[src/rtl/id_ex_stage.sv]
// ID/EX pipeline register with load-use interlock and EX operand forwarding muxes.
// Latency: ID fields appear on ID_EX_* one cycle later; stall/alu_a/alu_b/store_data are combinational.
// Backpressure: stall holds PC and IF/ID for one cycle while a bubble enters EX; flush overrides stall.
// Optional: define HAZARD_STATS_EN to add the saturating stall_count output.
module id_ex_stage #(
    parameter int          DATA_W   = 64,
    parameter logic [4:0]  ZERO_REG = 5'd31
) (
    input  logic              clk,
    input  logic              rst_n,
    input  logic              flush,
    input  logic              id_valid,
    input  logic [4:0]        id_Rn1,
    input  logic [4:0]        id_Rm2,
    input  logic [4:0]        id_Rd,
    input  logic [DATA_W-1:0] id_RegData1,
    input  logic [DATA_W-1:0] id_RegData2,
    input  logic [DATA_W-1:0] id_SignExt,
    input  logic              id_RegWrite,
    input  logic              id_MemRead,
    input  logic              id_MemWrite,
    input  logic              id_MemtoReg,
    input  logic              id_ALUSrc,
    input  logic [3:0]        id_ALUCtl,
    input  logic [1:0]        ForwardA,
    input  logic [1:0]        ForwardB,
    input  logic [DATA_W-1:0] EX_MEM_ALUResult,
    input  logic [DATA_W-1:0] MEM_WB_WriteData,
    output logic              stall,
    output logic [4:0]        ID_EX_RegisterRn1,
    output logic [4:0]        ID_EX_RegisterRm2,
    output logic [4:0]        ID_EX_RegisterRd,
    output logic              ID_EX_valid,
    output logic              ID_EX_RegWrite,
    output logic              ID_EX_MemRead,
    output logic              ID_EX_MemWrite,
    output logic              ID_EX_MemtoReg,
    output logic [3:0]        ID_EX_ALUCtl,
    output logic [DATA_W-1:0] alu_a,
    output logic [DATA_W-1:0] alu_b,
    output logic [DATA_W-1:0] store_data
`ifdef HAZARD_STATS_EN
    ,
    output logic [31:0]       stall_count
`endif
);

    typedef struct packed {
        logic              valid;
        logic [4:0]        rn1;
        logic [4:0]        rm2;
        logic [4:0]        rd;
        logic              reg_write;
        logic              mem_read;
        logic              mem_write;
        logic              mem_to_reg;
        logic              alu_src;
        logic [3:0]        alu_ctl;
        logic [DATA_W-1:0] reg_data1;
        logic [DATA_W-1:0] reg_data2;
        logic [DATA_W-1:0] sign_ext;
    } id_ex_t;

    // A bubble names XZR everywhere so it can never match a consumer's source register.
    function automatic id_ex_t bubble();
        id_ex_t b;
        b            = '0;
        b.rn1        = ZERO_REG;
        b.rm2        = ZERO_REG;
        b.rd         = ZERO_REG;
        return b;
    endfunction

    id_ex_t pipe_q, pipe_d;
    logic   stall_d;

    // Load-use hazard: the load in EX has not produced its data yet; flush kills the consumer anyway.
    always_comb begin
        stall_d = 1'b0;
        if (!flush && pipe_q.valid && pipe_q.mem_read && (pipe_q.rd != ZERO_REG) && id_valid &&
            ((pipe_q.rd == id_Rn1) || (pipe_q.rd == id_Rm2))) begin
            stall_d = 1'b1;
        end
    end

    // Next pipeline contents: flush bubble, then stall bubble, then the decoded instruction.
    always_comb begin
        pipe_d = bubble();
        if (!flush && !stall_d) begin
            pipe_d.valid      = id_valid;
            pipe_d.rn1        = id_Rn1;
            pipe_d.rm2        = id_Rm2;
            pipe_d.rd         = id_Rd;
            pipe_d.reg_write  = id_valid & id_RegWrite;
            pipe_d.mem_read   = id_valid & id_MemRead;
            pipe_d.mem_write  = id_valid & id_MemWrite;
            pipe_d.mem_to_reg = id_valid & id_MemtoReg;
            pipe_d.alu_src    = id_ALUSrc;
            pipe_d.alu_ctl    = id_ALUCtl;
            pipe_d.reg_data1  = id_RegData1;
            pipe_d.reg_data2  = id_RegData2;
            pipe_d.sign_ext   = id_SignExt;
        end
    end

    // ID/EX pipeline register; reset leaves a bubble in EX.
    always_ff @(posedge clk or negedge rst_n) begin
        if (!rst_n) begin
            pipe_q <= bubble();
        end else begin
            pipe_q <= pipe_d;
        end
    end

    // Forward mux A: 10 takes EX/MEM, 01 takes MEM/WB, 00 and 11 keep the register file value.
    always_comb begin
        case (ForwardA)
            2'b10:   alu_a = EX_MEM_ALUResult;
            2'b01:   alu_a = MEM_WB_WriteData;
            default: alu_a = pipe_q.reg_data1;
        endcase
    end

    // Forward mux B feeds both store data and, unless an immediate is selected, the ALU.
    always_comb begin
        case (ForwardB)
            2'b10:   store_data = EX_MEM_ALUResult;
            2'b01:   store_data = MEM_WB_WriteData;
            default: store_data = pipe_q.reg_data2;
        endcase
    end

    assign alu_b             = pipe_q.alu_src ? pipe_q.sign_ext : store_data;
    assign stall             = stall_d;
    assign ID_EX_RegisterRn1 = pipe_q.rn1;
    assign ID_EX_RegisterRm2 = pipe_q.rm2;
    assign ID_EX_RegisterRd  = pipe_q.rd;
    assign ID_EX_valid       = pipe_q.valid;
    assign ID_EX_RegWrite    = pipe_q.reg_write;
    assign ID_EX_MemRead     = pipe_q.mem_read;
    assign ID_EX_MemWrite    = pipe_q.mem_write;
    assign ID_EX_MemtoReg    = pipe_q.mem_to_reg;
    assign ID_EX_ALUCtl      = pipe_q.alu_ctl;

`ifdef HAZARD_STATS_EN
    logic [31:0] stall_count_q, stall_count_d;

    // Count interlock bubbles only; flush bubbles are not hazards. Saturates at all-ones.
    always_comb begin
        stall_count_d = stall_count_q;
        if (stall_d && (stall_count_q != 32'hFFFF_FFFF)) begin
            stall_count_d = stall_count_q + 32'd1;
        end
    end

    // Hazard statistics register.
    always_ff @(posedge clk or negedge rst_n) begin
        if (!rst_n) begin
            stall_count_q <= 32'd0;
        end else begin
            stall_count_q <= stall_count_d;
        end
    end

    assign stall_count = stall_count_q;
`endif

endmodule
[config.mk]
export PLATFORM = sky130hd
export DESIGN_NAME = id_ex_stage
export DESIGN_NICKNAME = d
export VERILOG_FILES = /design/src/rtl/id_ex_stage.sv
export SDC_FILE = /design/constraint.sdc
export NUM_CORES = 1
export LEC_CHECK = 0
export BUFFER_PORTS_ARGS = -buffer_cell sky130_fd_sc_hd__buf_2
export CORE_AREA = 2 2 223 225
export CTS_CLUSTER_SIZE = 20
export DETAILED_ROUTE_END_ITERATION = 8
export DIE_AREA = 0 0 225 227
export PLACE_DENSITY = 0.54
export RECOVER_POWER = 100
export SLEW_MARGIN = 20
export SYNTH_ARGS = -nofsm -noshare
export SYNTH_HDL_FRONTEND = slang
export SYNTH_SLANG_ARGS = --single-unit
[constraint.sdc]
create_clock -name clk -period 2.1 [get_ports clk]
set_input_delay 0.42 -clock clk [delete_from_list [all_inputs] [get_ports clk]]
set_output_delay 0.42 -clock clk [all_outputs]
set_load 0.02 [all_outputs]
Yosys cells after proc, flatten, opt, wreduce, memory -nomap -nowiden
Index checks and enable logic that the tools add are counted.
- flip-flop bits (word level): 217
- bits of input ports: 352
- output and inout bits: 217
- word-level logic and storage cells: 38
- equality and inequality tests: 7
- mux-type cells: 5
- bitwise logic cells: 4
- reduce and logical (&&, ||, !) cells: 9
- operator list (kind ; number):
    $pmux W64 S2 ; 2
    $mux W217 ; 1
    $mux W64 ; 1
    $eq A5 B5 Y1 ; 2
    $logic_and A1 B1 Y1 ; 6
    $ne A5 B5 Y1 const B ; 1
    $and A1 B1 Y1 ; 4
    $eq A2 B1 Y1 const B ; 2
    $eq A2 B2 Y1 const B ; 2
    $logic_not A1 Y1 ; 2
    $logic_or A1 B1 Y1 ; 1
    $mux W1 ; 1

Depth between registers and ports, before layout
- word-level depth: 10
- mapped depth: 8
- depth with buffers taken out: 5

Worst setup path after synthesis
OpenSTA, ideal clock, no wires.
- path kind: input to output
- start: input port ForwardB[0]
- end: output port alu_b[53]
- data arrival time: 1.969 ns
- data required time: 1.680 ns
- setup slack: -0.289 ns
- cell stages on the path: 6
- path buffers: 2
- cells stage by stage: inv_1 -> ha_1 -> buf_2 -> clkbuf_1 -> o21ai_0 -> mux2_2
- word-level cells in the longest chain between the ends: 3
- elaborated cells on any way between the ends: 4
- those cells by class: eq/ne (2); mux (2)
- ends and longest elaborated chain (element ; line ; source):
    from (decl) ; 26 ; input logic [1:0] ForwardB,
    $eq A2 B1 Y1 / $eq A2 B2 Y1 (equally long branches) ; 126 ; case (ForwardB)
    $pmux W64 S2 (*) ; 126 ;
    named net store_data[53] ; 41 ; output logic [DATA_W-1:0] store_data
    $mux W64 (*) ; 133 ; assign alu_b = pipe_q.alu_src ? pipe_q.sign_ext : store_data;
    to (decl) ; 40 ; output logic [DATA_W-1:0] alu_b,
The timed path passes the listed nets; every way through them passes the cells marked *.

Worst setup path in the final report
- start: register pipe_q[196] (netlist bit)
- end: output port alu_b[36]
- word-level cells in the longest chain between the ends: 1
- ends and longest elaborated chain (element ; line ; source):
    from (decl) ; 74 ; id_ex_t pipe_q, pipe_d;
    from (signal assigned) ; 109 ; pipe_q <= bubble();
    from (signal assigned) ; 111 ; pipe_q <= pipe_d;
    $mux W64 ; 133 ;
Every way passes these cells.

==> results.sh <==
export IMPL_outcome="finished, violations left"
export IMPL_failed_checks="setup timing"
export IMPL_yosysSeqAreaShare=0.460
export IMPL_yosys_cell_types_count=27
export IMPL_grt_max_degree=92
export IMPL_finalCritPeriodShare=1.09
export IMPL_synth_adder_area_share=0.00422
export IMPL_die_y_um=227
export IMPL_synthesis_nets=1635
export IMPL_regToRegSetupSlack_ns=0.04
export IMPL_hp_class="input pin to flop"
export IMPL_required_ns=1.68
export IMPL_cts_buffers=27
export IMPL_cellPowerDensity_nw_per_um2=671
export IMPL_ctsRootBufferMaster="clkbuf_16"
export IMPL_io_pins=569
export IMPL_fin_ws_ns=-0.193
export IMPL_routed_via_count=12500
export IMPL_rsz0062_at_grt="true"
export IMPL_rows=81
export IMPL_peakVddDrop_mv=0.474
export IMPL_hold_violations=0
export IMPL_slowest_delay_ns=0.53
export IMPL_die_w_um=225
export IMPL_areaGrowthSynthToFinish_pct=58.1
export IMPL_setup_viol=65
export IMPL_tightest_slew_ns=1.18
export IMPL_clk_latency_ns=0.54
export IMPL_path_cells="buf_12, buf_12, mux2_1, buf_2"
export IMPL_place_gp_congestion=0.848
export IMPL_synthesis_area_um2=11900
export IMPL_path_max_fanout=4
export IMPL_placed_cells=2427
export IMPL_avgRoutedWirePerCell_um=22.7
export IMPL_initial_utilization=0.244
export IMPL_ys_ff_latch=217
export IMPL_leakage_nw=8.92
export IMPL_critPathArrivalTime_ns=1.87
export IMPL_hpwl_um=36500
export IMPL_io_buffers=568
export IMPL_cts_sinks=217
export IMPL_clk_path_buf_depth=3
export IMPL_synth_top_family_by_area="compound AO/OA/AOI/OAI gates"
export IMPL_final_cells=2539
export IMPL_avgSynthCellArea_um2=9.27
export IMPL_crit_type="flop to output port"
export IMPL_slew_headroom=0.215
export IMPL_nNetsFinal=2249
export IMPL_first_pass_iters=5
export IMPL_avgViaCountPerCell=4.91
export IMPL_post_route_min_period_ns=2.29
export IMPL_grt_pass1_vias=12200
export IMPL_track_usage=0.185
export IMPL_drive_gt1_frac=0.504
export IMPL_cp_common_cell="buf_12"
export IMPL_htreeDepth=1
export IMPL_cp_end_kind="output port"
export IMPL_dieArea_um2=51100
export IMPL_wl_um=57500
export IMPL_syn_inst=1279
export IMPL_cp_slowest_cell="dfrtp_4"
export IMPL_core_area_um2=48500
export IMPL_antenna_found_initial=12
export IMPL_yosys_warnings=0
export IMPL_synthXorXnorAreaFrac=0.00739
export IMPL_cap_violations=0
export IMPL_fmax_mhz=436
export IMPL_ant_nets=0
export IMPL_drc=0
export IMPL_setup_tns_ns=-8.12
export IMPL_cts_tree="yes"
export IMPL_cp_start_kind="flop"
export IMPL_fin_skew_ns=0.00814
export IMPL_clk_pin_slew_ns=0.06
export IMPL_synth_compound_area_share=0.230
export IMPL_finalMaxSlewViolations=0
export IMPL_grt_pass1_wl_um=72900
export IMPL_gr_total_overflow=0
export IMPL_synth_simple_gate_area_frac=0.154
export IMPL_muxShareOfSynthArea=0.0608
export IMPL_drtIter0Drc=809
-- placed cells by master (no fill, tap or decap), drive strengths merged --
master / netlist / layout
nand3: 3 / 3
clkbuf: 48 / 76
diode: 0 / 10
a21boi: 1 / 1
o22a: 1 / 1
a22oi: 128 / 128
buf: 103 / 700
nand2: 135 / 135
dfrtp: 202 / 202
dfstp: 15 / 15
clkinvlp: 0 / 1
o22ai: 1 / 1
ha: 4 / 4
o2111a: 1 / 1
a21oi: 201 / 201
xnor2: 10 / 10
o2111ai: 1 / 1
inv: 4 / 4
dlygate4sd3: 0 / 1
nor2: 16 / 16
nand2b: 197 / 197
mux2: 64 / 64
o21ai: 143 / 143
nor2b: 1 / 1
clkinv: 0 / 1
-- critical path, delay by kind of cell (launching register included) --
family / cells / cell delay (ns)
flops: 1 / 0.53
mux: 1 / 0.31
buf+inv: 3 / 0.47
-- metal layers --
metal | track usage | wire length [µm] | vias to the layer above
li1 | - | - | 5662
met1 | 0.231 | 23100 | 6121
met2 | 0.322 | 29000 | 570
met3 | 0.0311 | 3940 | 92
met4 | 0.0647 | 1470 | 10
met5 | 0 | 73 | -
-- kinds of logic after synthesis --
kind of cell	Yosys count
flops	217
compound gates	477
simple gates	352
mux	64
xor+xnor	10
buf+inv	155
fa+ha+maj	4
-- what timing repair did --
| item | CTS | global route |
|---|---|---|
| pin swaps | 9 | 18 |
| buffers inserted | 6 | 23 |
| endpoints found under the setup margin | 88 | 287 |
| hold buffers | 1 | 0 |
| resized for setup | 72 | 143 |
| endpoints found under the hold margin | 31 | 0 |
| cloned | 5 | 28 |
-- sequential cells by signal, indices dropped and copies added (netlist names) --
name,flops
ID_EX_RegisterRn1,5
ID_EX_valid,1
ID_EX_RegWrite,1
ID_EX_MemtoReg,1
ID_EX_MemWrite,1
ID_EX_ALUCtl,4
ID_EX_MemRead,1
pipe_q,193
ID_EX_RegisterRm2,5
ID_EX_RegisterRd,5
-- metrics by stage --
stage / instance area (µm²) / utilization / setup WS [ns] / hold WS, ns / power [W]
global placement: 16100 / 0.333 / -0.334 / 0.345 / 0.00765
global route: 18700 / 0.386 / -0.252 / 0.0706 / 0.0131
CTS: 17400 / 0.358 / -0.241 / 0.0502 / 0.0122
finish: 18700 / 0.386 / -0.193 / 0.0773 / 0.0126
detailed placement: 16100 / 0.333 / -0.360 / 0.345 / 0.00767
floorplan: 12200 / - / -0.108 / 0.124 / 0.00624
-- power breakdown --
part,switching [W],internal [W]
logic,0.00209,0.00167
clock network,0.00184,0.00248
registers,0.0000821,0.00441
-- cell usage after synthesis, drive strengths merged --
library cell / instances / area (µm²)
a21boi: 1 / 7.51
a21oi: 201 / 1010
a22oi: 128 / 961
buf: 103 / 786
clkbuf: 48 / 183
dfrtp: 202 / 5050
dfstp: 15 / 394
ha: 4 / 50.1
inv: 4 / 15.0
mux2: 64 / 721
nand2: 135 / 507
nand2b: 197 / 1230
nand3: 3 / 15.0
nor2: 16 / 60.1
nor2b: 1 / 13.8
o2111a: 1 / 11.3
o2111ai: 1 / 8.76
o21ai: 143 / 716
o22a: 1 / 8.76
o22ai: 1 / 12.5
xnor2: 10 / 87.6
-- layout make-up --
cell class                 instances  area, µm²
inverter                           4       20.0
clock inverter                     2       12.5
sequential                       217       5450
tap                              622        778
timing repair buffer             736       5510
clock buffer                      41        768
antenna                           10       25.0
fill                            4882      29800
multi-input combinational        907       6170
-- final timing paths --
path	startpoint	end	cells after the start
max	pipe_q[196]	alu_b[36]	4
max in group asynchronous	rst_n	pipe_q[37]	3
min reg2reg	ID_EX_valid	ID_EX_RegisterRn1[2]	3
min in group asynchronous	rst_n	pipe_q[24]	2
max reg2reg	ID_EX_RegisterRd[0]	pipe_q[60]	10
min	id_Rd[4]	ID_EX_RegisterRd[4]	3
(Power assumes the default switching activity.)
